## src/rtl/display_scan_capture_if.sv

```systemverilog
// Bus between the 7-segment scan driver side and the read-back capture block.
// The scan side (master) drives anodes/cathodes; the capture side (slave) returns decoded frames.
interface display_scan_capture_if;
    logic [3:0]  an;
    logic [6:0]  seg;
    logic [15:0] digits;
    logic [3:0]  blank;
    logic [3:0]  invalid;
    logic        frame_valid;
    logic        scan_err;
    logic        stalled;

    modport master (
        output an, seg,
        input  digits, blank, invalid, frame_valid, scan_err, stalled
    );

    modport slave (
        input  an, seg,
        output digits, blank, invalid, frame_valid, scan_err, stalled
    );
endinterface

```

## src/rtl/display_scan_capture.sv

```systemverilog
// Watches the multiplexed active-low 7-segment bus, samples each settled dwell,
// decodes it to hex and publishes coherent 4-digit frames with a one-cycle strobe.
module display_scan_capture #(
    parameter int unsigned SETTLE_CYCLES = 4,
    parameter int unsigned STALL_CYCLES  = 65535
) (
    input logic                   clk,
    input logic                   rst_n,
    display_scan_capture_if.slave bus
);

    localparam int unsigned STAB_W  = 8;
    localparam int unsigned STALL_W = 20;

    typedef enum logic [1:0] {S_HUNT, S_COLLECT, S_COMMIT} state_t;

    state_t               r_state;
    logic [3:0]           r_an_q;
    logic [6:0]           r_seg_q;
    logic [10:0]          r_prev;
    logic [STAB_W-1:0]    r_stab_cnt;
    logic                 r_sampled;
    logic [STALL_W-1:0]   r_stall_cnt;
    logic [1:0]           r_expect;
    logic [15:0]          r_sh_dig;
    logic [3:0]           r_sh_blank;
    logic [3:0]           r_sh_inv;
    logic [15:0]          r_digits;
    logic [3:0]           r_blank;
    logic [3:0]           r_invalid;
    logic                 r_frame_valid;
    logic                 r_scan_err;
    logic                 r_stalled;

    logic                 w_legal;
    logic [1:0]           w_idx;
    logic                 w_stable;
    logic [STAB_W-1:0]    w_stab_inc;
    logic                 w_sample;
    logic [STALL_W-1:0]   w_stall_nxt;
    logic [3:0]           w_nib;
    logic                 w_blank;
    logic                 w_inv;

    // Dwell legality, settle tracking and the one-shot sample decision
    always_comb begin
        w_legal = 1'b1;
        w_idx   = 2'd0;
        case (r_an_q)
            4'b1110: w_idx = 2'd0;
            4'b1101: w_idx = 2'd1;
            4'b1011: w_idx = 2'd2;
            4'b0111: w_idx = 2'd3;
            default: w_legal = 1'b0;
        endcase
        w_stable    = w_legal && ({r_an_q, r_seg_q} == r_prev);
        w_stab_inc  = (r_stab_cnt == {STAB_W{1'b1}}) ? r_stab_cnt : r_stab_cnt + STAB_W'(1);
        w_sample    = w_stable && !r_sampled && (w_stab_inc >= STAB_W'(SETTLE_CYCLES));
        w_stall_nxt = w_sample ? '0 :
                      (r_stall_cnt == {STALL_W{1'b1}}) ? r_stall_cnt : r_stall_cnt + STALL_W'(1);
    end

    // Glyph decode of the registered cathodes
    always_comb begin
        w_nib   = 4'h0;
        w_blank = 1'b0;
        w_inv   = 1'b0;
        case (r_seg_q)
            7'h40: w_nib = 4'h0;
            7'h79: w_nib = 4'h1;
            7'h24: w_nib = 4'h2;
            7'h30: w_nib = 4'h3;
            7'h19: w_nib = 4'h4;
            7'h12: w_nib = 4'h5;
            7'h02: w_nib = 4'h6;
            7'h78: w_nib = 4'h7;
            7'h00: w_nib = 4'h8;
            7'h10: w_nib = 4'h9;
            7'h08: w_nib = 4'hA;
            7'h03: w_nib = 4'hB;
            7'h46: w_nib = 4'hC;
            7'h21: w_nib = 4'hD;
            7'h06: w_nib = 4'hE;
            7'h0E: w_nib = 4'hF;
            7'h7F: w_blank = 1'b1;
            default: w_inv = 1'b1;
        endcase
    end

    always_ff @(posedge clk) begin
        if (!rst_n) begin
            r_state       <= S_HUNT;
            r_an_q        <= 4'hF;
            r_seg_q       <= 7'h7F;
            r_prev        <= 11'h7FF;
            r_stab_cnt    <= '0;
            r_sampled     <= 1'b0;
            r_stall_cnt   <= '0;
            r_expect      <= 2'd0;
            r_sh_dig      <= '0;
            r_sh_blank    <= '0;
            r_sh_inv      <= '0;
            r_digits      <= '0;
            r_blank       <= '0;
            r_invalid     <= '0;
            r_frame_valid <= 1'b0;
            r_scan_err    <= 1'b0;
            r_stalled     <= 1'b0;
        end else begin
            r_an_q        <= bus.an;
            r_seg_q       <= bus.seg;
            r_prev        <= {r_an_q, r_seg_q};
            r_frame_valid <= 1'b0;
            r_stall_cnt   <= w_stall_nxt;
            r_stalled     <= (w_stall_nxt >= STALL_W'(STALL_CYCLES));

            if (!w_stable) begin
                r_stab_cnt <= '0;
                r_sampled  <= 1'b0;
            end else begin
                r_stab_cnt <= w_stab_inc;
                if (w_sample) r_sampled <= 1'b1;
            end

            // Samples land in the shadow frame; only complete 0..3 runs are published
            case (r_state)
                S_HUNT: begin
                    if (w_sample && w_idx == 2'd0) begin
                        r_sh_dig[{w_idx, 2'b00} +: 4] <= w_nib;
                        r_sh_blank[w_idx]             <= w_blank;
                        r_sh_inv[w_idx]               <= w_inv;
                        r_expect                      <= 2'd1;
                        r_state                       <= S_COLLECT;
                    end
                end
                S_COLLECT: begin
                    if (w_sample) begin
                        if (w_idx == r_expect) begin
                            r_sh_dig[{w_idx, 2'b00} +: 4] <= w_nib;
                            r_sh_blank[w_idx]             <= w_blank;
                            r_sh_inv[w_idx]               <= w_inv;
                            r_expect                      <= r_expect + 2'd1;
                            if (w_idx == 2'd3) r_state <= S_COMMIT;
                        end else begin
                            r_scan_err <= 1'b1;
                            if (w_idx == 2'd0) begin
                                r_sh_dig[{w_idx, 2'b00} +: 4] <= w_nib;
                                r_sh_blank[w_idx]             <= w_blank;
                                r_sh_inv[w_idx]               <= w_inv;
                                r_expect                      <= 2'd1;
                            end else begin
                                r_state <= S_HUNT;
                            end
                        end
                    end
                end
                S_COMMIT: begin
                    r_digits      <= r_sh_dig;
                    r_blank       <= r_sh_blank;
                    r_invalid     <= r_sh_inv;
                    r_frame_valid <= 1'b1;
                    r_expect      <= 2'd0;
                    r_state       <= S_COLLECT;
                    // A digit-0 sample arriving alongside the commit starts the next frame
                    if (w_sample) begin
                        if (w_idx == 2'd0) begin
                            r_sh_dig[{w_idx, 2'b00} +: 4] <= w_nib;
                            r_sh_blank[w_idx]             <= w_blank;
                            r_sh_inv[w_idx]               <= w_inv;
                            r_expect                      <= 2'd1;
                        end else begin
                            r_scan_err <= 1'b1;
                            r_state    <= S_HUNT;
                        end
                    end
                end
                default: r_state <= S_HUNT;
            endcase
        end
    end

    assign bus.digits      = r_digits;
    assign bus.blank       = r_blank;
    assign bus.invalid     = r_invalid;
    assign bus.frame_valid = r_frame_valid;
    assign bus.scan_err    = r_scan_err;
    assign bus.stalled     = r_stalled;

endmodule

```

## src/flat_wrapper.sv

```systemverilog
// flat-port wrapper written by rule: the top's interface ports become plain ports
module display_scan_capture_flat 
#(
    parameter int unsigned SETTLE_CYCLES = 4,
    parameter int unsigned STALL_CYCLES  = 65535
)
  (clk, rst_n, bus_an, bus_seg, bus_digits, bus_blank, bus_invalid, bus_frame_valid, bus_scan_err, bus_stalled);
  display_scan_capture_if bus_i ();
  input logic clk;
  input logic rst_n;
  input wire logic [$bits(bus_i.an)-1:0] bus_an;
  input wire logic [$bits(bus_i.seg)-1:0] bus_seg;
  output wire logic [$bits(bus_i.digits)-1:0] bus_digits;
  output wire logic [$bits(bus_i.blank)-1:0] bus_blank;
  output wire logic [$bits(bus_i.invalid)-1:0] bus_invalid;
  output wire logic [$bits(bus_i.frame_valid)-1:0] bus_frame_valid;
  output wire logic [$bits(bus_i.scan_err)-1:0] bus_scan_err;
  output wire logic [$bits(bus_i.stalled)-1:0] bus_stalled;
  assign bus_i.an = bus_an;
  assign bus_i.seg = bus_seg;
  assign bus_digits = bus_i.digits;
  assign bus_blank = bus_i.blank;
  assign bus_invalid = bus_i.invalid;
  assign bus_frame_valid = bus_i.frame_valid;
  assign bus_scan_err = bus_i.scan_err;
  assign bus_stalled = bus_i.stalled;
  display_scan_capture #(.SETTLE_CYCLES(SETTLE_CYCLES), .STALL_CYCLES(STALL_CYCLES)) u_core (.clk(clk), .rst_n(rst_n), .bus(bus_i));
endmodule
```

## config.mk

```make
export PLATFORM = sky130hd
export DESIGN_NAME = display_scan_capture_flat
export DESIGN_NICKNAME = d
export VERILOG_FILES = /design/src/rtl/display_scan_capture_if.sv /design/src/rtl/display_scan_capture.sv /design/src/flat_wrapper.sv
export SDC_FILE = /design/constraint.sdc
export NUM_CORES = 1
export LEC_CHECK = 0
export CORE_MARGIN = 5
export CORE_UTILIZATION = 57
export DETAILED_ROUTE_END_ITERATION = 12
export DONT_BUFFER_PORTS = 1
export MAX_ROUTING_LAYER = met4
export PLACE_DENSITY = 0.86
export SETUP_SLACK_MARGIN = 0.05
export SLEW_MARGIN = 5
export SYNTH_ARGS = -nofsm -noshare
export SYNTH_HDL_FRONTEND = slang
export SYNTH_SLANG_ARGS = --single-unit
export TNS_END_PERCENT = 30
```

## constraint.sdc

```tcl
create_clock -name clk -period 2.5 [get_ports clk]
set_input_delay 0.25 -clock clk [delete_from_list [all_inputs] [get_ports clk]]
set_output_delay 0.25 -clock clk [all_outputs]
set_load 0.03 [all_outputs]
```

# Yosys cells after proc, flatten, opt, wreduce, memory -nomap -nowiden
# Cells that the tools add are included.
dict set report totals {
  wordCells 130
  out_inout_bits 27
  ff_bits 106
  inputBits 13
}
dict set report op_classes {
  reduce_logical 18
  n_mux 50
  shift 2
  eq_ne 35
  magnitude_cmp 4
  add_sub_neg 4
}
# cell count
set ops {}
lappend ops {{$mux W16} 5}
lappend ops {{$pmux W4 S15} 1}
lappend ops {{$pmux W16 S3} 1}
lappend ops {{$mux W20} 2}
lappend ops {{$mux W4} 10}
lappend ops {{$eq A7 B7 Y1 const B} 5}
lappend ops {{$pmux W4 S3} 2}
lappend ops {{$eq A7 B5 Y1 const B} 3}
lappend ops {{$eq A7 B6 Y1 const B} 3}
lappend ops {{$add A20 B1 Y20 const B} 1}
lappend ops {{$eq A20 B20 Y1 const B} 1}
lappend ops {{$ge A20 B16 Y1 const B} 1}
lappend ops {{$mux W2} 10}
lappend ops {{$pmux W2 S3} 3}
lappend ops {{$reduce_or A17 Y1} 1}
lappend ops {{$bwmux W16} 1}
lappend ops {{$shift A4 B6 Y16 const A} 1}
lappend ops {{$shiftx A4 B6 Y16} 1}
lappend ops {{$eq A7 B2 Y1 const B} 2}
lappend ops {{$eq A7 B4 Y1 const B} 2}
lappend ops {{$eq A4 B4 Y1 const B} 3}
lappend ops {{$reduce_and A4 Y1} 3}
lappend ops {{$eq A11 B11 Y1} 1}
lappend ops {{$mux W1} 10}
lappend ops {{30 further kinds} 40}

# Logic depth before layout (Yosys ltp)
# Gate-level depths: netlist (run 1).
dict set report depth {
  word_depth 11
  ltp_mapped 11
}

# Least setup slack after synthesis (run 1)
# No wires, ideal clock.
dict set report synth_path {
  kind {register to register}
  from {register u_core.r_stab_cnt[0]}
  to {register u_core.r_sh_blank[2]}
  setup_slack_ns -0.022
  setup_ns 0.071
  arrival_ns 2.451
  required_time_ns 2.429
  path_buffers 0
  stages_incl_launch_ff 8
  cell_sequence {dfxtp_1 > ha_1 > nand4_1 > a311o_1 > a2111oi_4 > o31ai_4 > or4_1 > a21oi_1}
}
dict set report synth_via {
  elab_chain_cells 7
  elab_cells_between_ends 10
  cone_classes {add/sub: 1; order compare: 1; eq/ne: 4; mux: 1; reduce/logical: 3}
}
# item line_no
set synth_rtl {}
lappend synth_rtl {{start, declared} display_scan_capture.sv:21} ;# logic [STAB_W-1:0] r_stab_cnt;
lappend synth_rtl {{start signal, assigned} display_scan_capture.sv:121} ;# r_stab_cnt <= w_stab_inc;
lappend synth_rtl {{$add A8 B1 Y8 or $eq A8 B8 Y1 (tied branches)} display_scan_capture.sv:57} ;# w_stab_inc = (r_stab_cnt == {STAB_W{1'b1}}) ? r_stab_cnt : r_stab_cnt + STAB_W'(1);
lappend synth_rtl {{$mux W8 *} display_scan_capture.sv:57}
lappend synth_rtl {{$ge A8 B3 Y1 *} display_scan_capture.sv:58} ;# w_sample = w_stable && !r_sampled && (w_stab_inc >= STAB_W'(SETTLE_CYCLES));
lappend synth_rtl {{$logic_and A1 B1 Y1 *} display_scan_capture.sv:58}
lappend synth_rtl {{$logic_and A1 B1 Y1} display_scan_capture.sv:128} ;# if (w_sample && w_idx == 2'd0) begin
lappend synth_rtl {{$ne A2 B1 Y1 (no line)} --}
lappend synth_rtl {{$reduce_and A4 Y1 (no line) *} --}
lappend synth_rtl {{end signal, assigned by index} display_scan_capture.sv:130} ;# r_sh_blank[w_idx] <= w_blank;
lappend synth_rtl {{end signal, assigned by index} display_scan_capture.sv:140} ;# r_sh_blank[w_idx] <= w_blank;
lappend synth_rtl {{end signal, assigned by index} display_scan_capture.sv:148} ;# r_sh_blank[w_idx] <= w_blank;
lappend synth_rtl {{end, declared} display_scan_capture.sv:26} ;# logic [3:0] r_sh_blank;
# Every way passes the cells marked *; elsewhere a longest branch is shown, timed or not.
# A chain may end at the register's enable or synchronous reset.

# Worst setup path after layout (run 1)
dict set report layout_path {
  from {register u_core.r_stab_cnt[2]}
  to {register u_core.r_sh_blank[3]}
}
# Same word-level chain as after synthesis.

==> flow_metrics.py, run 1 <==
metrics = {
    "cells_and_area": {
        "layout_commonest_cell": "dfxtp_1",
        "area.sequential_um2": 2138,
        "multi_input_area_um2": 3196,
        "final_layout_size_suffix_gt1_frac": 0.2145,
        "fin_area_um2": 6511,
        "nets": 708,
        "fillers": 616,
        "area_growth_pct": 22.59,
        "antenna_cells": 0,
        "final_cell_mix": "dfxtp_1, nor2_1, buf_4",
    },
    "route": {
        "drt-initial-drc-count": 492,
        "routed_wl_mm": 14.02,
        "firstDrtPassIters": 5,
        "via_count": 5069,
        "post_drt_wl_per_cell_um": 17.51,
        "route.detailed.drc": 0,
        "via_per_inst": 6.328,
        "antenna_left": 0,
    },
    "power_and_ir_drop": {
        "powerDensity_nw_per_um2": 483.6,
        "vdd_drop_max_v": 0.0003401,
        "p_leak_nw": 2.333,
    },
    "yosys": {
        "syn-instance-count": 624,
        "ys.flop_type": "dfxtp_1",
        "yosys.area.top_type": "dfxtp_1",
        "synth.yosys.seq_area_share": 0.3995,
        "ys_seq_elements": 106,
        "synth_edf_count": 0,
        "ys_async_sr_fraction": 0,
        "synth_cell_types": 69,
        "syn_area_um2": 5311,
        "avgSynthCellArea_um2": 8.512,
        "yosys-top-cells-area": "dfxtp_1, mux2i_1, nor2_1",
        "yosysTopAreaCellShare": 0.3995,
        "ys.warnings.count": 0,
        "synth_nets": 647,
    },
    "die": {
        "ios": 40,
        "fp.dieH_um": 106.5,
        "fp.dieArea_um2": 11350,
        "fp-row-count": 35,
        "core-area_um2": 9153,
        "initial_core_util": 0.5803,
        "die-width_um": 106.5,
    },
    "sta": {
        "hold_viol": 0,
        "tightest_slew_ns": 1.149,
        "rsz0062_at_grt": "true",
        "maxSlewViolCount": 0,
        "final.min_clock_period_ns": 2.588,
        "fmax_mhz": 386.4,
        "setup_viol": 2,
        "holdWs_ns": 0.01431,
        "period_share": 1.035,
        "worst_slack_ns": -0.08773,
        "skew_ns": 0.02274,
        "max-slew-margin-rel": 0.2311,
        "setup_tns_ns": -0.1504,
    },
    "worst_setup_path": {
        "cp-start-kind": "register",
        "critical_path_required_ns": 2.83,
        "critical_path_arrival_ns": 2.91,
        "crit_type": "reg2reg",
        "critPathMaxStageDelay_ns": 0.51,
        "endpoint_kind": "register",
        "crit_buf_inv": 1,
        "path_max_fanout": 6,
        "cp_slowest_cell": "or4_4",
        "worstPathCellList": "and3_4 -> and4_4 -> a311o_1 -> a2111oi_4 -> o31ai_4 -> buf_12 -> or4_4 -> a21oi_2",
        "crit_family": "compound AO/OA/AOI/OAI gates",
    },
    "clock_tree": {
        "root_buffer": "clkbuf_8",
        "cts.sinks": 106,
        "cts_max_level": 3,
        "cts_buffers": 9,
        "clk_pin_slew_ns": 0.11,
        "insertion_delay_ns": 0.40,
        "cts_tree": "done",
        "cts.path.max_buffers": 2,
    },
    "global_routing": {
        "use_met2": 0.4095,
        "grt_pass1_wl_mm": 22.00,
        "antenna_found_initial": 0,
        "grt_pass1_vias": 4689,
        "grt.overflow.total": 0,
        "top_usage_layer": "met2",
        "grtUsageTotal": 0.2426,
        "grt_start_max_net_pins": 30,
        "grtUsageMet3": 0.04736,
        "gr-usage-met1": 0.2859,
    },
    "worst_hold_path": {
        "hold_class": "in2reg",
    },
    "place": {
        "post-place-ws_ns": -0.07995,
        "placed_cell_area_um2": 5776,
        "port_buffers": 0,
        "dpl.hpwl_mm": 9.297,
        "gp_congestion": 0.9613,
    },
    "run": {
        "cap_violations": 0,
    },
    "outcome": {
        "outcome": "finished with violations",
        "violations": "negative setup slack",
    },
}
[registers in the layout (all words and copies together) (netlist names), 4 cells and up]
name	cells
u_core.bus.invalid	4
u_core.r_sh_dig	16
u_core.bus.blank	4
u_core.r_prev	11
u_core.r_seg_q	7
u_core.r_an_q	4
u_core.r_sh_inv	4
u_core.bus.digits	16
u_core.r_stall_cnt	20
u_core.r_stab_cnt	8
u_core.r_sh_blank	4
[layer usage]
layer  vias to the layer above  part of all wire
li1                       2361                 -
met1                      2410              0.40
met2                       232              0.49
met3                        66             0.070
met4                         0             0.038
met5                         -                 0
[synthesized netlist by cell type, types with 2 or more instances]
master	number
and2_1	3
o2bb2ai_1	6
nand2_1	51
or2_2	4
mux2i_1	31
nand3b_1	2
o21ai_0	24
xor2_1	16
o2111ai_1	2
xnor2_1	10
o311a_1	3
inv_1	28
o22ai_1	13
o311ai_0	2
o31ai_1	2
o32ai_1	3
nor3_1	21
dfxtp_1	106
a2111oi_4	2
or4_1	7
buf_2	5
and3_1	4
nor2_1	70
clkbuf_1	25
nor3b_1	2
a211oi_1	3
o41ai_1	3
a311o_1	2
or3_1	6
nand3_1	21
and4_1	2
a32o_1	2
a32oi_1	2
nor4_1	9
a21oi_1	28
o21a_1	3
a31oi_1	6
nand4_1	9
nand2b_1	31
a221o_1	4
o211ai_1	9
buf_1	5
o21bai_1	2
ha_1	10
[logic make-up (layout without fill, tap and decap cells)]
group / after synthesis / in the layout / synth area share
xor+xnor: 26 / 26 / 0.04287
compound gates: 138 / 138 / 0.1951
mux: 31 / 31 / 0.05842
flops: 106 / 106 / 0.3995
fa+ha+maj: 10 / 10 / 0.02356
buf+inv: 64 / 130 / 0.04641
simple gates: 249 / 249 / 0.2342
[report_power, final]
part | leakage, nW | internal, mW | switching, mW
Clock | 0.109 | 0.418 | 0.701
Sequential | 0.862 | 1.71 | 0.0175
Combinational | 1.36 | 0.122 | 0.183
Total | 2.33 | 2.25 | 0.902
[per-stage QoR]
step | cells | utilization | power (mW)
2_1_floorplan | 624 | - | 1.939
3_3_place_gp | 758 | 0.6310 | 2.000
3_5_place_dp | 758 | 0.6310 | 2.010
4_1_cts | 790 | 0.6755 | 3.129
5_1_grt | 801 | 0.7114 | 3.258
6_report | 801 | 0.7114 | 3.149
[final timing paths]
check	depth (start not counted)	slack (ns)	end	start
min reg2reg	2	0.47	u_core.r_sh_blank[1]	u_core.r_sh_blank[1]
max	8	-0.09	u_core.r_sh_blank[3]	u_core.r_stab_cnt[2]
max reg2reg	8	-0.09	u_core.r_sh_blank[3]	u_core.r_stab_cnt[2]
min	2	0.01	u_core.r_state[0]	rst_n
[area by class of cell]
type | count | share of cell area
inverters | 29 | 0.01672
well taps | 111 | 0.02133
repair buffers | 85 | 0.1090
clock buffers | 9 | 0.01902
multi-input cells | 454 | 0.4908
clock inverters | 7 | 0.01480
flip-flops and latches | 106 | 0.3284
[what timing repair did]
action | CTS | global route
pin swaps | 13 | 19
endpoints found under the setup margin | 13 | 48
endpoints found under the hold margin | 28 | 0
setup buffers | 3 | 11
gates resized for setup | 10 | 51
hold buffers | 13 | 0
gates cloned | 0 | 0
Power figures use the tool's default switching activity.
==> inputs of run 2 (changes only) <==
CORE_UTILIZATION = 60   (was 57)
CTS_BUF_LIST = sky130_fd_sc_hd__clkbuf_8   (was unset)
PLACE_DENSITY = 0.9   (was 0.86)
==> flow_metrics.py, run 2 (synthesis gave the netlist of run 1 again) <==
metrics = {
    "outcome": {
        "outcome": "finished with violations",
        "violations": "negative hold slack",
    },
    "sta": {
        "max-slew-margin-rel": 0.3705,
        "fmax_mhz": 401.9,
        "holdWs_ns": -0.003550,
        "rsz0062_at_grt": "true",
        "final.min_clock_period_ns": 2.488,
        "skew_ns": 0.02352,
        "hold_viol": 1,
        "maxSlewViolCount": 0,
        "setup_viol": 0,
        "tightest_slew_ns": 0.9412,
        "period_share": 0.9953,
    },
    "worst_setup_path": {
        "endpoint_kind": "register",
        "critPathMaxStageDelay_ns": 0.51,
        "crit_type": "reg2reg",
        "critical_path_arrival_ns": 2.81,
        "cp-start-kind": "register",
        "crit_family": "compound AO/OA/AOI/OAI gates",
        "path_max_fanout": 7,
        "worstPathCellList": "and3_4 -> and4_4 -> a311o_1 -> a2111oi_4 -> buf_4 -> o31ai_2 -> or4_1 -> a21oi_2",
        "cp_slowest_cell": "or4_1",
        "crit_buf_inv": 1,
        "critical_path_required_ns": 2.82,
    },
    "cells_and_area": {
        "final_cell_mix": "dfxtp_1, nor2_1, buf_4",
        "layout_commonest_cell": "dfxtp_1",
        "fillers": 609,
        "final_core_util": 0.7339,
        "nets": 702,
        "final_layout_size_suffix_gt1_frac": 0.1915,
        "largest_reg_flops": 20,
        "antenna_cells": 0,
        "regMostFlops": "u_core.r_stall_cnt",
        "area_growth_pct": 19.91,
    },
    "global_routing": {
        "antenna_found_initial": 0,
        "grtUsageTotal": 0.2461,
        "grt_pass1_wl_mm": 21.94,
        "grt.overflow.total": 0,
        "grt_pass1_vias": 4737,
        "grt_start_max_net_pins": 26,
    },
    "die": {
        "fp-row-count": 34,
        "ios": 40,
        "core-area_um2": 8678,
        "fp.dieArea_um2": 10830,
        "initial_core_util": 0.6120,
        "die-width_um": 104.1,
        "fp.dieH_um": 104.1,
    },
    "clock_tree": {
        "root_buffer": "clkbuf_8",
        "clk_pin_slew_ns": 0.13,
        "cts_max_level": 3,
        "cts_buffers": 9,
        "cts.sinks": 106,
        "cts_tree": "done",
        "cts.path.max_buffers": 2,
        "insertion_delay_ns": 0.40,
    },
    "place": {
        "dpl.hpwl_mm": 9.380,
        "gp_congestion": 1.009,
        "port_buffers": 0,
    },
    "route": {
        "routed_wl_mm": 14.06,
        "via_per_inst": 6.304,
        "via_count": 4993,
        "firstDrtPassIters": 5,
        "post_drt_wl_per_cell_um": 17.76,
        "drt-initial-drc-count": 413,
        "route.detailed.drc": 0,
        "antenna_left": 0,
    },
    "power_and_ir_drop": {
        "powerDensity_nw_per_um2": 488.8,
        "total_power_mw": 3.113,
        "vdd_drop_max_v": 0.0003279,
        "p_leak_nw": 2.240,
    },
    "run": {
        "cap_violations": 0,
    },
    "worst_hold_path": {
        "hold_class": "in2reg",
    },
}
run 2: changes by cell type in the layout (fill, tap and decap cells not counted), moves of 3 or more:
cell,before,now
o21ai_1,2,6
nor3_2,3,0
buf_6,7,3
nor3_1,18,21
o21ai_0,21,17
run 2: metrics by stage:
stage	setup TNS, ns	worst slack (ns)	instances	instance area [um2]	hold slack (ns)
detailed placement	-0.2272	-0.04127	750	5722	0.3375
global route	-0.1958	-0.06133	792	6369	0.004639
CTS	-0.05634	-0.01946	782	6137	0.0005682
global placement	0	0.08729	750	5722	0.3356
finish	0	0.01171	792	6369	-0.003550
floorplan	0	0.09115	624	5326	0.3515
run 2: path summary, 6_finish.rpt:
path,start,end,slack (ns),depth (start not counted)
setup / recovery,u_core.r_stab_cnt[2],u_core.r_sh_blank[2],0.01,8
setup reg to reg,u_core.r_stab_cnt[2],u_core.r_sh_blank[2],0.01,8
hold reg to reg,u_core.r_sh_blank[1],u_core.r_sh_blank[1],0.48,2
hold / removal,rst_n,u_core.r_sh_dig[11],-0.004,2
run 2: repair_timing:
action                                 in CTS  in global routing
setup endpoints to repair                  24                 45
gates cloned                                1                  0
resized for setup                          12                 39
pin swaps                                   7                 23
endpoints found under the hold margin      25                  2
buffers inserted                            3                  9
hold buffers                               12                  1
run 2: final cells by class:
class                           count  area, um2  share of cell area
Multi-Input combinational cell    455       3148              0.4943
Inverter                           29      108.9             0.01709
Timing Repair Buffer               78      629.4             0.09882
Tap cell                          108      135.1             0.02122
Clock inverter                      7      81.33             0.01277
Clock buffer                        9      123.9             0.01945
Sequential cell                   106       2142              0.3363
run 2: where the power goes:
part / internal [mW] / total [mW] / switching, mW
clock network: 0.403 / 1.09 / 0.689
registers: 1.71 / 1.72 / 0.0192
logic: 0.124 / 0.297 / 0.173
total: 2.23 / 3.11 / 0.881
run 2: worst register-to-register path: cells and delay by family, from the launching register on:
family | cells | cell delay [ns]
buffers and inverters | 1 | 0.19
AND/OR/NAND/NOR | 3 | 0.90
flip-flops | 1 | 0.38
AO/OA/AOI/OAI | 4 | 0.96
run 2: layer usage:
layer | share of wire | track usage | wire length, um
met3 | 0.061 | 0.04531 | 861
met2 | 0.52 | 0.4226 | 7344
met4 | 0.033 | 0.1092 | 465
met1 | 0.38 | 0.2788 | 5392
met5 | 0 | - | 0
